--- config.mk ---
export PLATFORM = sky130hd
export DESIGN_NAME = dmem_arbiter
export DESIGN_NICKNAME = d
export VERILOG_FILES = /design/src/rtl/dmem_arbiter.sv
export SDC_FILE = /design/constraint.sdc
export NUM_CORES = 1
export LEC_CHECK = 0
export BUFFER_PORTS_ARGS = -buffer_cell sky130_fd_sc_hd__buf_2
export CORE_UTILIZATION = 43
export DETAILED_ROUTE_END_ITERATION = 16
export GPL_TIMING_DRIVEN = 0
export PLACE_DENSITY = 0.76
export SKIP_LAST_GASP = 1
export SYNTH_ARGS = -nofsm -noshare
export SYNTH_HDL_FRONTEND = slang
export SYNTH_SLANG_ARGS = --single-unit
export TNS_END_PERCENT = 1
--- constraint.sdc ---
create_clock -name clk -period 2.2 [get_ports clk]
set_input_delay 0.22 -clock clk [delete_from_list [all_inputs] [get_ports clk]]
set_output_delay 0.22 -clock clk [all_outputs]
set_load 0.02 [all_outputs]
--- src/rtl/dmem_arbiter.sv ---
// dmem_arbiter: round-robin two-port arbiter for one word-wide synchronous data memory with byte/half read-modify-write
module dmem_arbiter #(
    parameter int AW = 14
) (
    input  logic          clk,
    input  logic          rst_n,
    input  logic          req0,
    input  logic          we0,
    input  logic [1:0]    size0,
    input  logic [31:0]   addr0,
    input  logic [31:0]   wdata0,
    input  logic          req1,
    input  logic          we1,
    input  logic [1:0]    size1,
    input  logic [31:0]   addr1,
    input  logic [31:0]   wdata1,
    output logic          gnt0,
    output logic          gnt1,
    output logic          done0,
    output logic          done1,
    output logic          err0,
    output logic          err1,
    output logic [31:0]   rdata,
    output logic          mem_we,
    output logic [AW-1:0] mem_addr,
    output logic [31:0]   mem_din,
    input  logic [31:0]   mem_dout
);
    typedef enum logic [2:0] {IDLE, ACCESS, CAPTURE, MERGE_WR, RESP} state_t;
    state_t      state;
    logic        we_q, port_q, last_q, sel, mis;
    logic [1:0]  size_q;
    logic [31:0] addr_q, wdata_q, merge_q, rd_q, lane_mask, merge, load_val;
    logic [4:0]  sh;
    logic        addr_unused;
    assign addr_unused = ^{addr0[31:AW+2], addr1[31:AW+2], addr_q[31:AW+2]};
    // Winner: port 1 if it alone requests, or on a tie when port 0 was granted last
    assign sel = req1 & (~req0 | ~last_q);
    assign mis = (size_q == 2'b01 & addr_q[0]) | (size_q[1] & |addr_q[1:0]);
    assign sh = {addr_q[1:0], 3'b000};
    assign lane_mask = (size_q == 2'b00 ? 32'h0000_00ff : 32'h0000_ffff) << sh;
    assign merge = (mem_dout & ~lane_mask) | ((wdata_q << sh) & lane_mask);
    assign load_val = (mem_dout >> sh) & (size_q == 2'b00 ? 32'h0000_00ff :
                                          size_q == 2'b01 ? 32'h0000_ffff : 32'hffff_ffff);
    // Access FSM; every output is registered so it appears one cycle after the state that produces it
    always_ff @(posedge clk or negedge rst_n) begin
        if (!rst_n) begin
            state    <= IDLE;
            last_q   <= 1'b1;
            port_q   <= 1'b0;
            we_q     <= 1'b0;
            size_q   <= 2'b00;
            addr_q   <= '0;
            wdata_q  <= '0;
            merge_q  <= '0;
            rd_q     <= '0;
            gnt0     <= 1'b0;
            gnt1     <= 1'b0;
            done0    <= 1'b0;
            done1    <= 1'b0;
            err0     <= 1'b0;
            err1     <= 1'b0;
            rdata    <= '0;
            mem_we   <= 1'b0;
            mem_addr <= '0;
            mem_din  <= '0;
        end else begin
            gnt0   <= 1'b0;
            gnt1   <= 1'b0;
            done0  <= 1'b0;
            done1  <= 1'b0;
            err0   <= 1'b0;
            err1   <= 1'b0;
            mem_we <= 1'b0;
            case (state)
                IDLE: if (req0 | req1) begin
                    gnt0     <= ~sel;
                    gnt1     <= sel;
                    last_q   <= sel;
                    port_q   <= sel;
                    we_q     <= sel ? we1 : we0;
                    size_q   <= sel ? size1 : size0;
                    addr_q   <= sel ? addr1 : addr0;
                    wdata_q  <= sel ? wdata1 : wdata0;
                    mem_addr <= sel ? addr1[AW+1:2] : addr0[AW+1:2];
                    state    <= ACCESS;
                end
                ACCESS: if (mis) begin
                    state <= RESP;
                end else if (we_q & size_q[1]) begin
                    mem_we  <= 1'b1;
                    mem_din <= wdata_q;
                    state   <= RESP;
                end else begin
                    state <= CAPTURE;
                end
                CAPTURE: begin
                    rd_q    <= load_val;
                    merge_q <= merge;
                    state   <= we_q ? MERGE_WR : RESP;
                end
                MERGE_WR: begin
                    mem_we  <= 1'b1;
                    mem_din <= merge_q;
                    state   <= RESP;
                end
                RESP: begin
                    done0 <= ~port_q;
                    done1 <= port_q;
                    err0  <= ~port_q & mis;
                    err1  <= port_q & mis;
                    rdata <= (~we_q & ~mis) ? rd_q : rdata;
                    state <= IDLE;
                end
                default: state <= IDLE;
            endcase
        end
    end
endmodule
# == Word level (Yosys, flattened, before mapping) ==
# Cells that the tools add are included.
# totals
reg_bits,191
output_inout_bits,85
word_cells,85
# op_classes
n_eq_ne,8
n_shift,3
n_mux,27
bitwise,21
n_reduce_logical,7
# ops
operator,count
2-to-1 mux 32 bit,5
bitwise AND 32 bit,3
one-hot mux 32 bit (2 select lines),1
inverter 32 bit,1
bitwise OR 32 bit,1
<< shifter 16 x 5 -> 32 bit,1
<< shifter 32 x 5 -> 32 bit,1
>> shifter 32 x 5 -> 32 bit,1
2-to-1 mux 16 bit,1
2-to-1 mux 14 bit,1
2-to-1 mux 3 bit,4
one-hot mux 3 bit (4 select lines),1
2-to-1 mux 1 bit,11
bitwise AND 1 bit,7
equality test 3 x 2 -> 1 bit (second input constant),2
inequality test 2 bit (second input constant),3
inverter 1 bit,6
2-to-1 mux 2 bit,2
AND reduction 2 bit,2
equality test 3 x 1 -> 1 bit (second input constant),1
equality test 3 bit (second input constant),1
logical NOT 3 bit,1
bitwise OR 1 bit,3
AND reduction 3 bit,1
5 further kinds,5

# == Longest topological paths before layout ==
# depth
depth_word,6
ltp_mapped,7
ltp_nobuf,3

# == Least setup slack after synthesis ==
# No wires, ideal clock.
# synth_path
path_type,register -> register
start,reg state[2]
end,reg addr_q[0]
setup_ps,125
t_arrival_ps,1716
required_time_ps,2075
setup_slack_ps,358
path_stages_with_launch,8
n_path_buf,4
path_cell_list,dfrtp_1 -> buf_6 -> or3_1 -> buf_2 -> o21bai_1 -> buf_6 -> buf_6 -> mux2_4
# synth_via
elab_chain_cells,2
# synth_lines
item,line_no,source
from (decl),30,state_t state;
from (signal assigned),100,state <= we_q ? MERGE_WR : RESP;
logical NOT 3 bit,75,case (state)
AND reduction 2 bit (no line),n/a,
to (signal assigned),83,addr_q <= sel ? addr1 : addr0;
to (decl),33,"logic [31:0] addr_q, wdata_q, merge_q, rd_q, lane_mask, merge, load_val;"
# Every way passes these cells.
# A chain may end at the register's enable or synchronous reset.

# == Worst setup path after layout ==
# layout_path
start,reg size_q[1]
end,reg merge_q[30]
# layout_via
elab_chain_cells,6
# layout_lines
item,line_no,source
from (decl),32,logic [1:0] size_q;
from (signal assigned),82,size_q <= sel ? size1 : size0;
logical NOT 2 bit *,41,assign lane_mask = (size_q == 2'b00 ? 32'h0000_00ff : 32'h0000_ffff) << sh;
2-to-1 mux 16 bit *,41,
<< shifter 16 x 5 -> 32 bit *,41,
inverter 32 bit,42,assign merge = (mem_dout & ~lane_mask) | ((wdata_q << sh) & lane_mask);
bitwise AND 32 bit,42,
bitwise OR 32 bit *,42,
to (signal assigned),99,merge_q <= merge;
to (decl),33,
# Every way passes the cells marked *; elsewhere a longest branch is shown, timed or not.

==> summary.md <==
| Metric | Value |
|---|---|
| Yosys reg bits | `191` |
| Synth area leader | `dfrtp_1` |
| # Max-Cap Violations | `0` |
| DRC | `0` |
| Status | `complete, no violations` |
| Post-synth top flop | `dfrtp_1` |
| Synth Cell Area | `9010 µm²` |
| Row count | `52` |
| Critical path peak fanout | `10` |
| Endpoints failing setup | `0` |
| Synth Warn # | `0` |
| Worst Path Arrival | `2.49 ns` |
| RSZ-0062 raised after global routing | `true` |
| Grt ovf | `0` |
| CP delay by family, top | `compound AO/OA/AOI/OAI gates` |
| Crit-path cells | `clkbuf_1 > o31ai_1 > buf_2 > nand3_1 > o211ai_1` |
| Worst-Margin Slew | `0.866 ns` |
| DIE WIDTH | `147 µm` |
| Post-synth EDFFs | `0` |
| Die area | `21,500 µm²` |
| Sink Count | `191` |
| Cts bufs inserted | `17` |
| Crit Path Class | `reg -> reg` |
| Syn_area_per_cell | `11.0 µm²` |
| Dpl hpwl | `21,000 µm` |
| Buf+Inv Stages, Crit Path | `2` |
| Via density | `5.75` |
| CTS tree | `done` |
| Core Util, Final | `0.550` |
| Top cells by count, synth | `dfrtp_1, mux2_2, inv_1, nand2_1, o21ai_0` |
| Slew HR | `0.417` |
| Max frequency | `467 MHz` |
| Largest net degree at the start of global routing | `101` |
| R2R depth | `5` |
| Diodes inserted | `0` |
| Vias in the first global route | `7,566` |
| Detailed Route WL | `27,600 µm` |
| Pre-CTS setup slack | `-0.118 ns` |
| Total iterations of the first detailed-routing run | `5` |
| Fin cells | `1,358` |
| CP max stage cell | `o31ai_1` |
| Hold Slack | `0.0000979 ns` |
| Syn nets | `990` |
| CP required | `2.55 ns` |
| CP Launch Type | `flip-flop` |
| Syn-to-layout area delta | `24.3%` |
| Final slew viol count | `0` |
| DRT iter0 DRCs | `626` |
| Type of the most critical hold path | `in -> reg` |
| Final Hold Vio Count | `0` |
| Leakage | `5.41 nW` |
| WP depth | `5` |
| Worst-skew pair later-pin latency | `0.44 ns` |
| Setup ws final | `0.0568 ns` |
| Unique cell type count in the Yosys netlist | `50` |
| Final ANT Viol Nets | `0` |
| Pwr per Cell Area | `1490 nW/µm²` |
| CP Capture Type | `flip-flop` |
| Clock buffer depth | `2` |
| Fin crit share | `0.974` |
| Routed length per instance | `20.3 µm` |
| Max VDD drop | `0.741 mV` |
| Seq/Total Area, Yosys | `0.530` |
| Final min period | `2.14 ns` |
| Worst hold stages | `2` |
| Clock root buffer | `clkbuf_16` |
| Top-count cell post-synth | `dfrtp_1` |
| Layout cells sized above 1 | `0.331` |
| Initial Util | `0.443` |
| Setup Skew | `0.0129 ns` |
| DR vias | `7,802` |
| CORE AREA | `20,400 µm²` |
| H-tree levels | `4` |
| First-pass GRT wire length | `42,900 µm` |
| Initial antenna violation count | `1` |
| Reg clk slew, reported paths | `0.08 ns` |
| Layout net count | `1,245` |
| PortBufs | `222` |
| RePlAce Congestion | `0.934` |
| Worst stage delay on the critical path | `0.81 ns` |
| Asr flop ratio synth | `1.00` |
| Synth top area share | `0.527` |
| Post-route total power | `16.7 mW` |
| Post-Synthesis Cells | `820` |
| GRT Util Overall | `0.263` |
| Inst Count DP | `1,313` |
| Area contributors post-synth | `dfrtp_1, mux2_2, a221o_1` |
| Die Y | `147 µm` |
| Ports | `255` |
[logic make-up (layout without fill, tap and decap cells)]
kind of cell	count (synthesis)	after routing	share of synthesized area
flip-flops	191	191	0.530
AO/OA/AOI/OAI	211	211	0.175
buffers and inverters	128	396	0.0622
multiplexers	110	110	0.135
AND/OR/NAND/NOR	180	180	0.0976
[per-stage QoR]
step / area (µm²) / setup TNS, ns
5_1_grt: 11200 / -1.88
4_1_cts: 11200 / 0
2_1_floorplan: 9010 / 0
3_3_place_gp: 10500 / -397.88
3_5_place_dp: 10500 / -2.65
6_report: 11200 / 0
[layout make-up]
class,count,area [µm²]
repair buffers,236,1270
plain buffers,78,373
flip-flops and latches,191,4780
clock inverters,13,130
fillers,1760,9160
well taps,270,338
multi-input cells,501,3680
clock buffers,19,443
inverters,50,188
[flip-flops by register name, indices dropped and copies added, names as in the netlist, 2 cells and up]
register / count
addr_q: 2
mem_addr: 14
mem_din: 32
merge_q: 32
rd_q: 32
rdata: 32
size_q: 2
state: 3
wdata_q: 32
[layer usage]
layer	track usage	part of all wire
met1	0.351	0.42
met2	0.421	0.48
met3	0.0497	0.071
met4	0.110	0.031
met5	0	0.00033
[power by group]
group,total (mW),leakage [nW],switching [mW],internal [mW]
clock,3.02,0.279,1.40,1.62
sequential,6.47,2.39,1.31,5.16
combinational,7.25,2.74,4.26,2.98
total,16.7,5.41,6.97,9.77
[cells in the final DEF, fill, tap and decap left out, types with 4 or more instances in the layout]
cell type / n
nand2_1: 50
clkbuf_1: 47
a21oi_1: 15
a211oi_1: 8
o31ai_1: 9
buf_4: 4
inv_6: 4
dfrtp_1: 190
clkbuf_16: 17
inv_1: 50
o2bb2ai_1: 8
buf_1: 7
buf_6: 7
o221ai_1: 8
a31oi_1: 18
o21ai_0: 49
dlygate4sd3_1: 11
mux2i_1: 40
o32ai_1: 8
mux2_2: 62
a41oi_1: 14
nand4_1: 18
a221o_1: 40
mux2_4: 8
buf_2: 237
nor2b_1: 4
nand3_1: 8
nor2_1: 39
nor3_1: 42
o211ai_1: 9
a22o_1: 16
[worst paths after layout]
path,slack (ns),from,to
worst max-delay path,0.06,size_q[1]$_DFFE_PN0P_,merge_q[30]$_DFFE_PN0N_
worst min-delay path,0.0001,addr0[3],mem_addr[1]$_DFFE_PN0P_
worst max register to register,0.06,size_q[1]$_DFFE_PN0P_,merge_q[30]$_DFFE_PN0N_
worst min register to register,0.49,merge_q[21]$_DFFE_PN0N_,merge_q[21]$_DFFE_PN0N_
max in group asynchronous,0.92,rst_n,last_q$_DFFE_PN1P_
min in group asynchronous,0.36,rst_n,rdata[28]$_DFFE_PN0P_
[what timing repair did]
| item | 4_1_cts | 5_1_grt |
|---|---|---|
| endpoints found under the setup margin | 30 | 59 |
| pin swaps | 1 | 0 |
| setup buffers | 2 | 0 |
| hold buffers | 11 | 0 |
| gates cloned | 0 | 0 |
| gates resized for setup | 0 | 1 |
| hold endpoints to repair | 101 | 0 |
No activity file was read; power rests on OpenSTA's default activity.
